### src/rtl/dram_rd_prefetch.sv
// Burst read prefetcher: turns one (address, length) request into back-to-back single-word
// DRAM reads and buffers returned words in a small FIFO drained over a valid/ready stream.
// Reads are only issued while FIFO space is guaranteed for every outstanding return.
module dram_rd_prefetch #(
  parameter int unsigned DATA_WIDTH = 32,
  parameter int unsigned ADDR_WIDTH = 18,
  parameter int unsigned LEN_WIDTH  = 10,
  parameter int unsigned FIFO_DEPTH = 8
) (
  input  logic                  clk,
  input  logic                  srstn,
  // Burst request
  input  logic                  req_valid,
  output logic                  req_ready,
  input  logic [ADDR_WIDTH-1:0] req_addr,
  input  logic [LEN_WIDTH-1:0]  req_len,
  // DRAM read port
  output logic                  dram_en_rd,
  output logic [ADDR_WIDTH-1:0] dram_addr_rd,
  input  logic                  dram_valid,
  input  logic [DATA_WIDTH-1:0] dram_data_rd,
  // Consumer stream
  output logic                  out_valid,
  input  logic                  out_ready,
  output logic [DATA_WIDTH-1:0] out_data,
  output logic                  out_last,
  // Status
  output logic                  busy,
  output logic                  done,
  output logic                  err
);

  localparam int unsigned PtrW = $clog2(FIFO_DEPTH);
  localparam int unsigned CntW = PtrW + 1;
  localparam logic [CntW:0] DepthC = (CntW + 1)'(FIFO_DEPTH);

  typedef enum logic [1:0] {StIdle, StIssue, StDrain} state_e;

  state_e                state_q, state_d;
  logic [ADDR_WIDTH-1:0] addr_q, addr_d;
  logic [LEN_WIDTH-1:0]  len_q, len_d;
  logic [LEN_WIDTH-1:0]  remain_q, remain_d;
  logic [LEN_WIDTH-1:0]  popped_q, popped_d;
  logic [CntW-1:0]       outst_q, outst_d;
  logic [CntW-1:0]       count_q, count_d;
  logic [PtrW-1:0]       wr_ptr_q, rd_ptr_q;
  logic                  done_q, done_d;
  logic                  err_q, err_d;
  logic [DATA_WIDTH-1:0] mem_q [FIFO_DEPTH];

  logic          accept, issue, push, pop, stray, credit, last_head;
  logic [CntW:0] occupancy;

  // Credit: buffered words plus reads still in flight must leave room for one more
  assign occupancy = {1'b0, count_q} + {1'b0, outst_q};
  assign credit    = occupancy < DepthC;

  assign req_ready = (state_q == StIdle) && !done_q;
  assign accept    = req_valid && req_ready;
  assign issue     = (state_q == StIssue) && credit;
  // A return with nothing outstanding is not ours (e.g. in flight across a reset)
  assign push      = dram_valid && (outst_q != '0);
  assign stray     = dram_valid && (outst_q == '0);
  assign out_valid = count_q != '0;
  assign pop       = out_valid && out_ready;
  assign last_head = popped_q == (len_q - LEN_WIDTH'(1));

  assign dram_en_rd   = issue;
  assign dram_addr_rd = issue ? addr_q : '0;
  assign out_data     = out_valid ? mem_q[rd_ptr_q] : '0;
  assign out_last     = out_valid && last_head;
  // done_q covers the pulse cycle, which is still part of the busy window
  assign busy         = (state_q != StIdle) || done_q;
  assign done         = done_q;
  assign err          = err_q;

  // Burst sequencing: accept, issue one word per credited cycle, wait for the final pop
  always_comb begin
    state_d  = state_q;
    addr_d   = addr_q;
    len_d    = len_q;
    remain_d = remain_q;
    done_d   = 1'b0;
    case (state_q)
      StIdle: begin
        if (accept) begin
          addr_d   = req_addr;
          len_d    = req_len;
          remain_d = req_len;
          if (req_len == '0) begin
            done_d = 1'b1;
          end else begin
            state_d = StIssue;
          end
        end
      end
      StIssue: begin
        if (issue) begin
          addr_d   = addr_q + ADDR_WIDTH'(1);
          remain_d = remain_q - LEN_WIDTH'(1);
          if (remain_q == LEN_WIDTH'(1)) begin
            state_d = StDrain;
          end
        end
      end
      StDrain: begin
        if (pop && last_head) begin
          state_d = StIdle;
          done_d  = 1'b1;
        end
      end
      default: state_d = StIdle;
    endcase
  end

  // Occupancy counters, popped-word index and sticky error
  always_comb begin
    outst_d  = outst_q;
    count_d  = count_q;
    popped_d = popped_q;
    err_d    = err_q | stray;
    if (issue && !push) begin
      outst_d = outst_q + CntW'(1);
    end else if (!issue && push) begin
      outst_d = outst_q - CntW'(1);
    end
    if (push && !pop) begin
      count_d = count_q + CntW'(1);
    end else if (!push && pop) begin
      count_d = count_q - CntW'(1);
    end
    if (accept) begin
      popped_d = '0;
    end else if (pop) begin
      popped_d = popped_q + LEN_WIDTH'(1);
    end
  end

  // Control and counter state
  always_ff @(posedge clk or negedge srstn) begin
    if (!srstn) begin
      state_q  <= StIdle;
      addr_q   <= '0;
      len_q    <= '0;
      remain_q <= '0;
      popped_q <= '0;
      outst_q  <= '0;
      count_q  <= '0;
      wr_ptr_q <= '0;
      rd_ptr_q <= '0;
      done_q   <= 1'b0;
      err_q    <= 1'b0;
    end else begin
      state_q  <= state_d;
      addr_q   <= addr_d;
      len_q    <= len_d;
      remain_q <= remain_d;
      popped_q <= popped_d;
      outst_q  <= outst_d;
      count_q  <= count_d;
      done_q   <= done_d;
      err_q    <= err_d;
      if (push) begin
        wr_ptr_q <= wr_ptr_q + PtrW'(1);
      end
      if (pop) begin
        rd_ptr_q <= rd_ptr_q + PtrW'(1);
      end
    end
  end

  // FIFO storage; no reset needed since out_data is masked while empty
  always_ff @(posedge clk) begin
    if (push) begin
      mem_q[wr_ptr_q] <= dram_data_rd;
    end
  end

endmodule

### config.mk
export PLATFORM = sky130hd
export DESIGN_NAME = dram_rd_prefetch
export DESIGN_NICKNAME = d
export VERILOG_FILES = /design/src/rtl/dram_rd_prefetch.sv
export SDC_FILE = /design/constraint.sdc
export NUM_CORES = 1
export LEC_CHECK = 0
export CAP_MARGIN = 20
export CORE_UTILIZATION = 46
export DETAILED_ROUTE_END_ITERATION = 16
export PLACE_DENSITY = 0.69
export SLEW_MARGIN = 20
export SYNTH_ARGS = -nofsm -noshare
export SYNTH_HDL_FRONTEND = slang
export SYNTH_SLANG_ARGS = --single-unit
export TNS_END_PERCENT = 100
### constraint.sdc
create_clock -name clk -period 8.3 [get_ports clk]
set_input_delay 1.66 -clock clk [delete_from_list [all_inputs] [get_ports clk]]
set_output_delay 1.66 -clock clk [all_outputs]
set_load 0.02 [all_outputs]
==> Yosys cells after proc, flatten, opt, wreduce, memory -nomap -nowiden <==
Memories as Yosys holds them, arrays and structs flattened.
Cells that the tools add are included.
{ "classes": {"n_eq_ne": 9, "reduce_logical": 30, "bitwise_logic": 1, "mux": 26, "add_sub_neg": 11, "n_mul": 0, "div_mod_pow": 0, "shift": 0, "n_lt_le_gt_ge": 1} }
{ "op_table": {"columns": ["cell", "count"], "rows": [
  ["$mux 18", 3],
  ["$mux 10", 4],
  ["$pmux 18 s2", 1],
  ["$mux 32", 1],
  ["$pmux 10 s2", 1],
  ["$sub 10x1->10 const B", 2],
  ["$add 18x1->18 const B", 1],
  ["$mux 4", 4],
  ["$logic_and 1x1->1", 12],
  ["$add 10x1->10 const B", 1],
  ["$eq 10x1->1 const B", 1],
  ["$eq 10x10->1", 1],
  ["$logic_not 10->1", 1],
  ["$mux 2", 5],
  ["$reduce_bool 2->1", 5],
  ["$add 4x1->4 const B", 2],
  ["$ne 2x2->1 const B", 4],
  ["$reduce_bool 4->1", 2],
  ["$sub 4x1->4 const B", 2],
  ["$add 3x1->3 const B", 2],
  ["$pmux 2 s3", 1],
  ["$add 4x4->5", 1],
  ["$lt 5x4->1 const B", 1],
  ["$mux 1", 5],
  ["12 further kinds", 15]
]} }
{ "word_totals": {"mem_bits_ro": 0, "ramBits": 256, "mem_count": 1, "in_bits": 65, "out_inout_bits": 57, "word_cells": 90, "latch_bits": 0, "reg_bits": 66} }
{ "mem_list": {"columns": ["name", "depth", "width", "read_ports", "rd_ports_with_merged_regs", "write_ports", "line", "rtl"], "rows": [
  ["mem_q", 8, 32, 1, 0, 1, "49", "logic [DATA_WIDTH-1:0] mem_q [FIFO_DEPTH];"]
]} }

==> Depth between registers and ports, before layout <==
Gate-level depths: netlist of run 1.
{ "depth": {"ltp_word": 7, "mapped_depth": 12, "depth_no_buf": 11} }

==> Least setup slack after synthesis of run 1 <==
Ideal clock, no wire load.
{ "synth_timing": {"path_type": "input -> register", "startpoint": "in dram_valid", "endpoint": "mem mem_q[0][0] (enable)", "setup_ns": 0.461, "n_path_buf": 0, "t_required_ns": 7.839, "cell_stages": 4, "t_arrival_ns": 4.209, "path_slack_ns": 3.630, "cell_sequence": "nand2b_1 > inv_1 > nand2b_1 > nor3_1"} }
{ "synth_via": {"elab_chain_len": 3} }
{ "synth_lines": {"columns": ["item", "line", "rtl"], "rows": [
  ["start, declared", "20", "input logic dram_valid,"],
  ["$logic_and 1x1->1", "62", "assign push = dram_valid && (outst_q != '0);"],
  ["named net push", "51", "logic accept, issue, push, pop, stray, credit, last_head;"],
  ["$mux 1", "174", "if (push) begin"],
  ["$mux 1 (implied by the code)", "175", "mem_q[wr_ptr_q] <= dram_data_rd;"],
  ["end, declared", "49", null]
]} }
The timed path passes the listed nets, and every way through them passes these cells.

==> Worst setup path after layout of run 1 <==
{ "layout_timing": {"startpoint": "reg rd_ptr_q[0]", "endpoint": "out out_data[27]"} }
{ "layout_via": {"elab_chain_len": 2} }
{ "layout_lines": {"columns": ["item", "line", "rtl"], "rows": [
  ["start, declared", "46", "logic [PtrW-1:0] wr_ptr_q, rd_ptr_q;"],
  ["start signal, assigned", "167", "rd_ptr_q <= rd_ptr_q + PtrW'(1);"],
  ["$mem_v2 8x32", null, null],
  ["$mux 32", "70", "assign out_data = out_valid ? mem_q[rd_ptr_q] : '0;"],
  ["end, declared", "25", "output logic [DATA_WIDTH-1:0] out_data,"]
]} }
No other way between the ends.

==> reports/results.tsv, run 1 <==
metric	value	unit
area fraction in and, or, nand and nor cells after synthesis	0.0855	
clock transition at the registers of the reported paths	0.06	ns
maximum root-to-sink buffer count	3	
most frequent standard cell in the layout excluding fill and tap cells	sky130_fd_sc_hd__edfxtp_1	
critical path type	register to output port	
overall via count from detail_route	8003	
vias in the first global route	8064	
Multi-input gate area	4260	um2
number of setup buffers added after CTS	0	
number of iterations in the first detailed-routing pass	5	
syn nets	965	
leading cell types in the layout, fill and taps excluded	sky130_fd_sc_hd__edfxtp_1 (256), sky130_fd_sc_hd__clkdlybuf4s50_1 (120), sky130_fd_sc_hd__nor2_1 (71)	
sequential element share of the synthesized area	0.677	
GRT Total Usage	0.189	
port buffer count	121	
half-perimeter wire length after placement	16.5	mm
setup-violating endpoint count in the final report	0	
Max transition margin	0.384	
final critical path time including I/O delays and setup	5.20	ns
share of cells above drive strength 1	0.149	
global placer's final weighted congestion	0.814	
adder and majority cell fraction of the synthesized area	0.0174	
# H-tree levels	2	
EDFF count, synth	256	
fillers	2318	
WP data arrival	3.54	ns
combinational family with the most area after synthesis	multiplexers	
unrepaired setup endpoints after global routing	false	
worst-path fanout max	36	
violation count after the first detailed-routing iteration	678	
outcome	finished, final reports clean	
cell at the root of the clock tree	sky130_fd_sc_hd__clkbuf_16	
warnings from Yosys	0	
count of final max-slew check failures	0	
Max rail drop VDD	0.279	mV
initial antenna violation count	2	
Clk Latency, worst-skew pair	0.52	ns
maximum number of pins on one net before global-route repair	67	
P per Cell Area	385	nW/um2
antenna viol nets, final	0	
clk sink count	322	
post-route clock period utilization	0.627	
most common flop cell mapped by yosys	sky130_fd_sc_hd__edfxtp_1	
initial core utilization	0.466	
number of hold-repair buffers added at the cts stage	0	
Finished Core Util	0.558	
fraction of synthesized cell area in xor and xnor cells	0.0184	
Core Region	29600	um2
count of cell types in the netlist	66	
DRC Markers	0	
mean cell area of the mapped netlist	15.6	um2
ANT cells	0	
via density per instance	5.61	
post-synthesis compound-gate area fraction	0.0528	
achievable frequency	192	MHz
number of clock buffers inserted by TritonCTS	34	
CP required	6.64	ns
Total Neg Setup Slack	0	ns
flip-flop and latch area	9350	um2
type of the most critical hold path	register to register	
row count	63	
Routed Wire Length	28.5	mm
mux cell area share after synthesis	0.129	
Layout Skew	0.0183	ns
Die Area	30700	um2
post-layout net count	1095	
Chip Width	175	um
Post-CTS Resized	0	
Gate Count Post-Synth	882	
capturing element type of the critical path	output port	
standby leakage power	0.00574	uW
ys async rst share	0.205	
Boundary Pins	122	
global-route wire length before repair	44.8	mm
Hold Path Depth	1	
critical path startpoint category	register	
Routed WL per cell	20.0	um
count of final hold-check violations	0	
max-cap violation count	0	
synthesis-stage register bit count	322	
Slew @ Worst Pin	0.924	ns
area growth from synthesis to final layout	19.6	%
post-synthesis cell area	13800	um2
TritonCTS clock tree	yes	
total grt overflow	0	
height of the die	175	um
worst reg-to-reg path cell count	11	
==> where the power goes <==
group / internal, uW / leakage, uW / switching (uW)
logic: 1200 / 0.00212 / 1400
registers: 2090 / 0.00312 / 276
clock network: 767 / 0.000497 / 617
==> flip-flops by register name, indices dropped and copies added (netlist names) <==
signal and flops:
addr_q 18, count_q 4, done 1, err 1
len_q 10, mem_q 256, outst_q 4, popped_q 10
rd_ptr_q 3, remain_q 10, state_q 2, wr_ptr_q 3
==> synthesized netlist by cell type, types with 2 or more instances <==
cell type,instances,area (um2)
sky130_fd_sc_hd__nor3b_1,4,30.0
sky130_fd_sc_hd__nand2b_1,8,50.1
sky130_fd_sc_hd__buf_6,4,45.0
sky130_fd_sc_hd__o21ai_0,19,95.1
sky130_fd_sc_hd__nor2b_1,4,25.0
sky130_fd_sc_hd__dfrtp_1,66,1650
sky130_fd_sc_hd__nor4_1,9,56.3
sky130_fd_sc_hd__buf_2,13,65.1
sky130_fd_sc_hd__a21o_1,3,22.5
sky130_fd_sc_hd__xor2_1,12,105
sky130_fd_sc_hd__buf_1,6,22.5
sky130_fd_sc_hd__a31o_2,2,17.5
sky130_fd_sc_hd__and3_1,6,37.5
sky130_fd_sc_hd__a31oi_1,3,18.8
sky130_fd_sc_hd__o22a_1,3,26.3
sky130_fd_sc_hd__nand3_1,15,75.1
sky130_fd_sc_hd__o31ai_1,2,15.0
sky130_fd_sc_hd__a22oi_1,3,22.5
sky130_fd_sc_hd__nand2_1,65,244
sky130_fd_sc_hd__o211ai_1,2,15.0
sky130_fd_sc_hd__a21oi_1,38,190
sky130_fd_sc_hd__nand4_1,8,50.1
sky130_fd_sc_hd__o32ai_1,4,35.0
sky130_fd_sc_hd__o21ai_1,18,90.1
sky130_fd_sc_hd__mux4_2,64,1440
sky130_fd_sc_hd__mux2_2,2,22.5
sky130_fd_sc_hd__xnor2_1,17,149
sky130_fd_sc_hd__mux2i_1,32,320
sky130_fd_sc_hd__nor2_1,77,289
sky130_fd_sc_hd__clkbuf_1,20,75.1
sky130_fd_sc_hd__o22ai_1,6,37.5
sky130_fd_sc_hd__nor3_1,9,45.0
sky130_fd_sc_hd__fa_1,2,40.0
sky130_fd_sc_hd__and2_1,19,119
sky130_fd_sc_hd__ha_1,16,200
sky130_fd_sc_hd__or3_1,3,18.8
sky130_fd_sc_hd__a22o_1,2,17.5
sky130_fd_sc_hd__inv_1,13,48.8
sky130_fd_sc_hd__edfxtp_1,256,7690
==> cell families after synthesis <==
| kind of cell | Yosys count |
|---|---|
| flops | 322 |
| simple gates | 240 |
| xor+xnor | 29 |
| mux | 98 |
| buf+inv | 57 |
| fa+ha+maj | 18 |
| compound gates | 118 |
==> metrics by stage <==
stage	setup slack, ns	power, uW	cell area [um2]	std cells	hold WS (ns)
floorplan	3.63	4110	13800	882	0.458
global placement	3.58	4960	15500	1366	0.448
detailed placement	3.56	5020	15500	1366	0.447
CTS	3.00	6420	16500	1427	0.461
global route	2.87	6720	16500	1427	0.487
finish	3.10	6350	16500	1427	0.455
==> worst max-delay path, cell delays in order, from the launching register on <==
cell,delay (ns)
sky130_fd_sc_hd__dfrtp_4,0.82
sky130_fd_sc_hd__buf_4,0.68
sky130_fd_sc_hd__mux4_2,0.59
sky130_fd_sc_hd__mux2i_1,0.25
sky130_fd_sc_hd__nor2_1,0.07
sky130_fd_sc_hd__clkdlybuf4s50_1,0.55
==> area by class of cell <==
class                   instances  share of cell area
repair buffers                138              0.0809
flip-flops and latches        322               0.567
clock inverters                19             0.00827
clock buffers                  42              0.0534
multi-input cells             503               0.258
inverters                      13             0.00296
well taps                     390              0.0296
==> layer usage <==
metal,vias up,GRT usage,routed length [um]
met5,-,0,27
met4,4,0.0554,573
met3,50,0.0379,1630
met2,218,0.316,14200
met1,4067,0.251,12000
li1,3664,-,-
==> path summary, 6_finish.rpt <==
check | from | to | slack, ns
setup reg to reg | count_q[3] | outst_q[3] | 4.90
hold reg to reg | err | err | 0.46
setup / recovery | rd_ptr_q[0] | out_data[27] | 3.10
min in group asynchronous | srstn | len_q[8] | 1.33
hold / removal | err | err | 0.46
max in group asynchronous | srstn | rd_ptr_q[0] | 6.31
No activity file was read; power rests on OpenSTA's default activity.
==> inputs of run 2 (changes only) <==
clock period = 5.2 ns   (was 8.3 ns; I/O delays follow)
==> run 2 against run 1 <==
Against the previous run: worst setup slack worse by 2.1 ns; wire length fell by 1.3%; design area rose by 0.52%; critical endpoint is now dram_addr_rd[3]; register-to-register slack got worse by 3.1 ns; clock skew is 0.0032 ns lower; global-route usage up 0.22 points; clock-buffer cell count rose by 1; hold slack better by 0.019 ns; flip-flop and latch count stayed put; via count decreased by 0.36%; final cell count rose by 0.35%.
==> reports/results.tsv, run 2 (synthesis gave the netlist of run 1 again) <==
metric	value	unit
height of the die	175	um
worst-path fanout max	24	
global-route wire length before repair	45.3	mm
Worst Min Path Start	err	
biggest regs	mem_q x256, addr_q x18	
post-route clock period utilization	0.810	
cell at the root of the clock tree	sky130_fd_sc_hd__clkbuf_16	
final critical path time including I/O delays and setup	4.21	ns
register with the most flip-flops	mem_q	
antenna viol nets, final	0	
standby leakage power	0.00578	uW
Max transition margin	0.364	
Post-CTS Resized	0	
Max rail drop VDD	0.494	mV
DRC Markers	0	
capturing element type of the critical path	output port	
maximum number of pins on one net before global-route repair	65	
# H-tree levels	2	
clk sink count	322	
Pwr Total	10300	uW
Register-to-Register Setup Slack	1.84	ns
worst hold slack	0.474	ns
Reg2Reg Launch Point	count_q[3]	
Total Neg Setup Slack	0	ns
Boundary Pins	122	
TritonCTS clock tree	yes	
via density per instance	5.57	
number of clock buffers inserted by TritonCTS	35	
half-perimeter wire length after placement	17.1	mm
Layout Skew	0.0151	ns
count of final hold-check violations	0	
global placer's final weighted congestion	0.847	
number of hold-repair buffers added at the cts stage	0	
critical path type	register to output port	
Largest register FFs	256	
WP data arrival	3.17	ns
violation count after the first detailed-routing iteration	750	
maximum root-to-sink buffer count	3	
port buffer count	121	
share of cells above drive strength 1	0.154	
overall via count from detail_route	7974	
most frequent standard cell in the layout excluding fill and tap cells	sky130_fd_sc_hd__edfxtp_1	
Die Area	30700	um2
unrepaired setup endpoints after global routing	false	
clock transition at the registers of the reported paths	0.06	ns
Setup crit start	count_q[3]	
count of final max-slew check failures	0	
GRT Total Usage	0.191	
number of iterations in the first detailed-routing pass	5	
vias in the first global route	8178	
Routed WL per cell	19.6	um
max-cap violation count	0	
outcome	finished, final reports clean	
leading cell types in the layout, fill and taps excluded	sky130_fd_sc_hd__edfxtp_1 (256), sky130_fd_sc_hd__clkdlybuf4s50_1 (120), sky130_fd_sc_hd__nor2_1 (71)	
number of setup buffers added after CTS	0	
total grt overflow	0	
Slew @ Worst Pin	0.954	ns
type of the most critical hold path	register to register	
initial antenna violation count	3	
final cell count without fillers	1432	
Chip Width	175	um
row count	63	
setup-violating endpoint count in the final report	0	
area growth from synthesis to final layout	20.2	%
Routed Wire Length	28.1	mm
Core Region	29600	um2
achievable frequency	237	MHz
placed instance count	1370	
post-layout net count	1100	
critical path startpoint category	register	
P per Cell Area	619	nW/um2
Clk Latency, worst-skew pair	0.52	ns
CP required	4.16	ns
initial core utilization	0.466	
-- run 2: cell type report --
class | count | area (um2)
inverter | 13 | 48.8
tap | 390 | 488
clock inverter | 18 | 150
clock buffer | 43 | 916
timing repair buffer | 142 | 1380
sequential | 322 | 9350
antenna | 1 | 2.50
multi-input combinational | 503 | 4250
fill | 2330 | 13000
-- run 2: critical path: stages (launching register included) --
cell                              delay [ns]
sky130_fd_sc_hd__dfrtp_1                0.43
sky130_fd_sc_hd__ha_1                   0.29
sky130_fd_sc_hd__or3_4                  0.41
sky130_fd_sc_hd__a211oi_4               0.68
sky130_fd_sc_hd__and2_1                 0.23
sky130_fd_sc_hd__clkdlybuf4s50_1        0.61
-- run 2: path summary, 6_finish.rpt --
| check | depth (start not counted) | endpoint |
|---|---|---|
| min | 1 | err |
| max in group asynchronous | 2 | remain_q[7] |
| min reg2reg | 1 | err |
| min in group asynchronous | 1 | done |
| max | 5 | dram_addr_rd[3] |
| max reg2reg | 11 | outst_q[3] |
-- run 2: power by group --
part / internal, uW / leakage, uW / switching [uW]
Sequential: 3330 / 0.00312 / 485
Combinational: 1940 / 0.00214 / 2190
Clock: 1320 / 0.000519 / 998
Total: 6590 / 0.00578 / 3680
-- run 2: stage by stage --
step,setup slack (ns),util,instance area (um2)
floorplan,1.15,-,13800
global placement,1.56,0.525,15500
detailed placement,1.51,0.525,15500
CTS,0.944,0.561,16600
global route,0.758,0.561,16600
finish,0.986,0.561,16600
-- run 2: layer usage --
layer / part of all wire / GRT usage / vias up
met4: 0.019 / 0.0533 / 6
met2: 0.49 / 0.319 / 214
li1: - / - / 3676
met1: 0.43 / 0.256 / 4031
met3: 0.056 / 0.0396 / 47
met5: 0.0014 / 0 / -
==> inputs of run 3 (changes only) <==
PLACE_DENSITY = 0.71   (was 0.69)
clock period = 3.5 ns   (was 5.2 ns; I/O delays follow)
==> run 3 against run 2 <==
Against the previous run: design area rose by 1.5%; highest routed layer is now met4; global-route usage rose by 0.40 points; largest cell class unchanged; critical endpoint is now out_data[14]; sequential power rose by 46%.
==> reports/results.tsv, run 3 (synthesis gave the netlist of run 1 again) <==
metric	value	unit
Slew @ Worst Pin	0.819	ns
count of final max-slew check failures	0	
cell internal power dissipation	9930	uW
vias in the first global route	8156	
number of buffer and inverter stages on the critical path	3	
power share of the clock group	0.224	
post-route clock period utilization	0.962	
maximum root-to-sink buffer count	3	
number of iterations in the first detailed-routing pass	5	
critical path startpoint category	register	
P per Cell Area	919	nW/um2
cell at the root of the clock tree	sky130_fd_sc_hd__clkbuf_16	
number of hold-repair buffers added at the cts stage	0	
maximum number of pins on one net before global-route repair	36	
Max transition margin	0.454	
Worst path slowest cell	sky130_fd_sc_hd__clkdlybuf4s50_1	
Reg2Reg Launch Point	count_q[3]	
post-layout net count	1119	
initial antenna violation count	0	
endpoint of the worst register-to-register path	outst_q[3]	
Routed Wire Length	29.0	mm
Core Region	29600	um2
outcome	finished, final reports clean	
switching power as a share of total power	0.358	
Chip Width	175	um
WP data arrival	2.67	ns
clk sink count	322	
standby leakage power	0.00601	uW
worst reg-to-reg path cell count	12	
max-cap violation count	0	
Boundary Pins	122	
GRT Total Usage	0.195	
critical path type	register to output port	
combinational share of power	0.415	
row count	63	
Clk Latency, worst-skew pair	0.52	ns
CP required	2.80	ns
antenna viol nets, final	0	
count of final hold-check violations	0	
overall via count from detail_route	8071	
type of the most critical hold path	input port to async pin	
DRC Markers	0	
Crit path max-delay family	buffers and inverters	
capturing element type of the critical path	output port	
final cell count without fillers	1451	
largest stage delay on the critical path	0.55	ns
global-route wire length before repair	45.9	mm
Flop pwr share	0.361	
Multi-input gate area	4260	um2
clock transition at the registers of the reported paths	0.06	ns
violation count after the first detailed-routing iteration	728	
Total Neg Setup Slack	0	ns
number of clock buffers inserted by TritonCTS	35	
Routed WL per cell	20.0	um
Register-to-Register Setup Slack	0.55	ns
achievable frequency	297	MHz
smallest setup slack after layout	0.132	ns
# H-tree levels	2	
placed instance count	1383	
global placer's final weighted congestion	0.805	
flip-flop and latch area	9350	um2
most frequent standard cell in the layout excluding fill and tap cells	sky130_fd_sc_hd__edfxtp_1	
setup-violating endpoint count in the final report	0	
Layout Skew	0.0141	ns
area growth from synthesis to final layout	22.0	%
Die Area	30700	um2
via density per instance	5.56	
register with the most flip-flops	mem_q	
sequence of cells on the critical path	buf_4, buf_12, mux4_2, mux2i_1, nor2_1, clkdlybuf4s50_1	
leading cell types in the layout, fill and taps excluded	sky130_fd_sc_hd__edfxtp_1 (256), sky130_fd_sc_hd__clkdlybuf4s50_1 (100), sky130_fd_sc_hd__nor2_1 (71)	
biggest regs	mem_q x256, addr_q x18	
port buffer count	121	
final critical path time including I/O delays and setup	3.37	ns
unrepaired setup endpoints after global routing	false	
height of the die	175	um
fillers	2312	
half-perimeter wire length after placement	17.6	mm
TritonCTS clock tree	yes	
share of cells above drive strength 1	0.172	
pre-CTS setup slack	0.273	ns
sw power	5530	uW
ANT cells	0	
Max rail drop VDD	0.669	mV
total grt overflow	0	
worst-path fanout max	15	
initial core utilization	0.466	
Largest register FFs	256	
==> run 3: stage by stage <==
stage          instance area [um2]  total power (uW)  hold slack [ns]  utilization
5_1_grt                      16800             16400            0.324        0.569
2_1_floorplan                13800              9740            0.404            -
3_3_place_gp                 15700             12000            0.477        0.531
4_1_cts                      16800             15600            0.295        0.569
6_report                     16800             15500            0.283        0.569
3_5_place_dp                 15700             12100            0.477        0.531
==> run 3: power by group through the flow <==
stage,Sequential [uW],Combinational (uW),Clock [uW]
final,5590,6420,3460
after global routing,5690,7000,3690
after CTS,5580,6530,3530
after detailed placement,5740,6380,0
after global placement,5710,6280,0
after floorplan,5400,4340,0
==> run 3: worst max path at each step <==
stage                     start            to  cells after the start
finish              rd_ptr_q[0]  out_data[14]                      6
global route           len_q[0]      out_last                      8
CTS                 rd_ptr_q[1]  out_data[26]                      5
detailed placement  rd_ptr_q[0]  out_data[26]                      5
global placement    rd_ptr_q[0]  out_data[26]                      5
floorplan            outst_q[3]    outst_q[3]                     12
==> run 3: timing repair <==
| item | CTS | global route |
|---|---|---|
| setup buffers | 6 | 0 |
| pin swaps | 0 | 0 |
| gates resized for setup | 20 | 5 |
| setup endpoints to repair | 47 | 3 |
==> run 3: area by class of cell <==
class,count,area share
clock inverter,18,0.00892
timing repair buffer,161,0.0950
tap,390,0.0290
multi-input combinational,503,0.253
clock buffer,44,0.0553
inverter,13,0.00290
sequential,322,0.556
==> run 3: layer usage <==
metal  track usage  wire, um  share of wire  vias to the layer above
met5             0         0              0                        -
met4        0.0496       410          0.014                        0
met3        0.0357      1540          0.053                       36
met2         0.321     14200           0.49                      203
met1         0.270     12900           0.44                     4131
li1              -         -              -                     3701
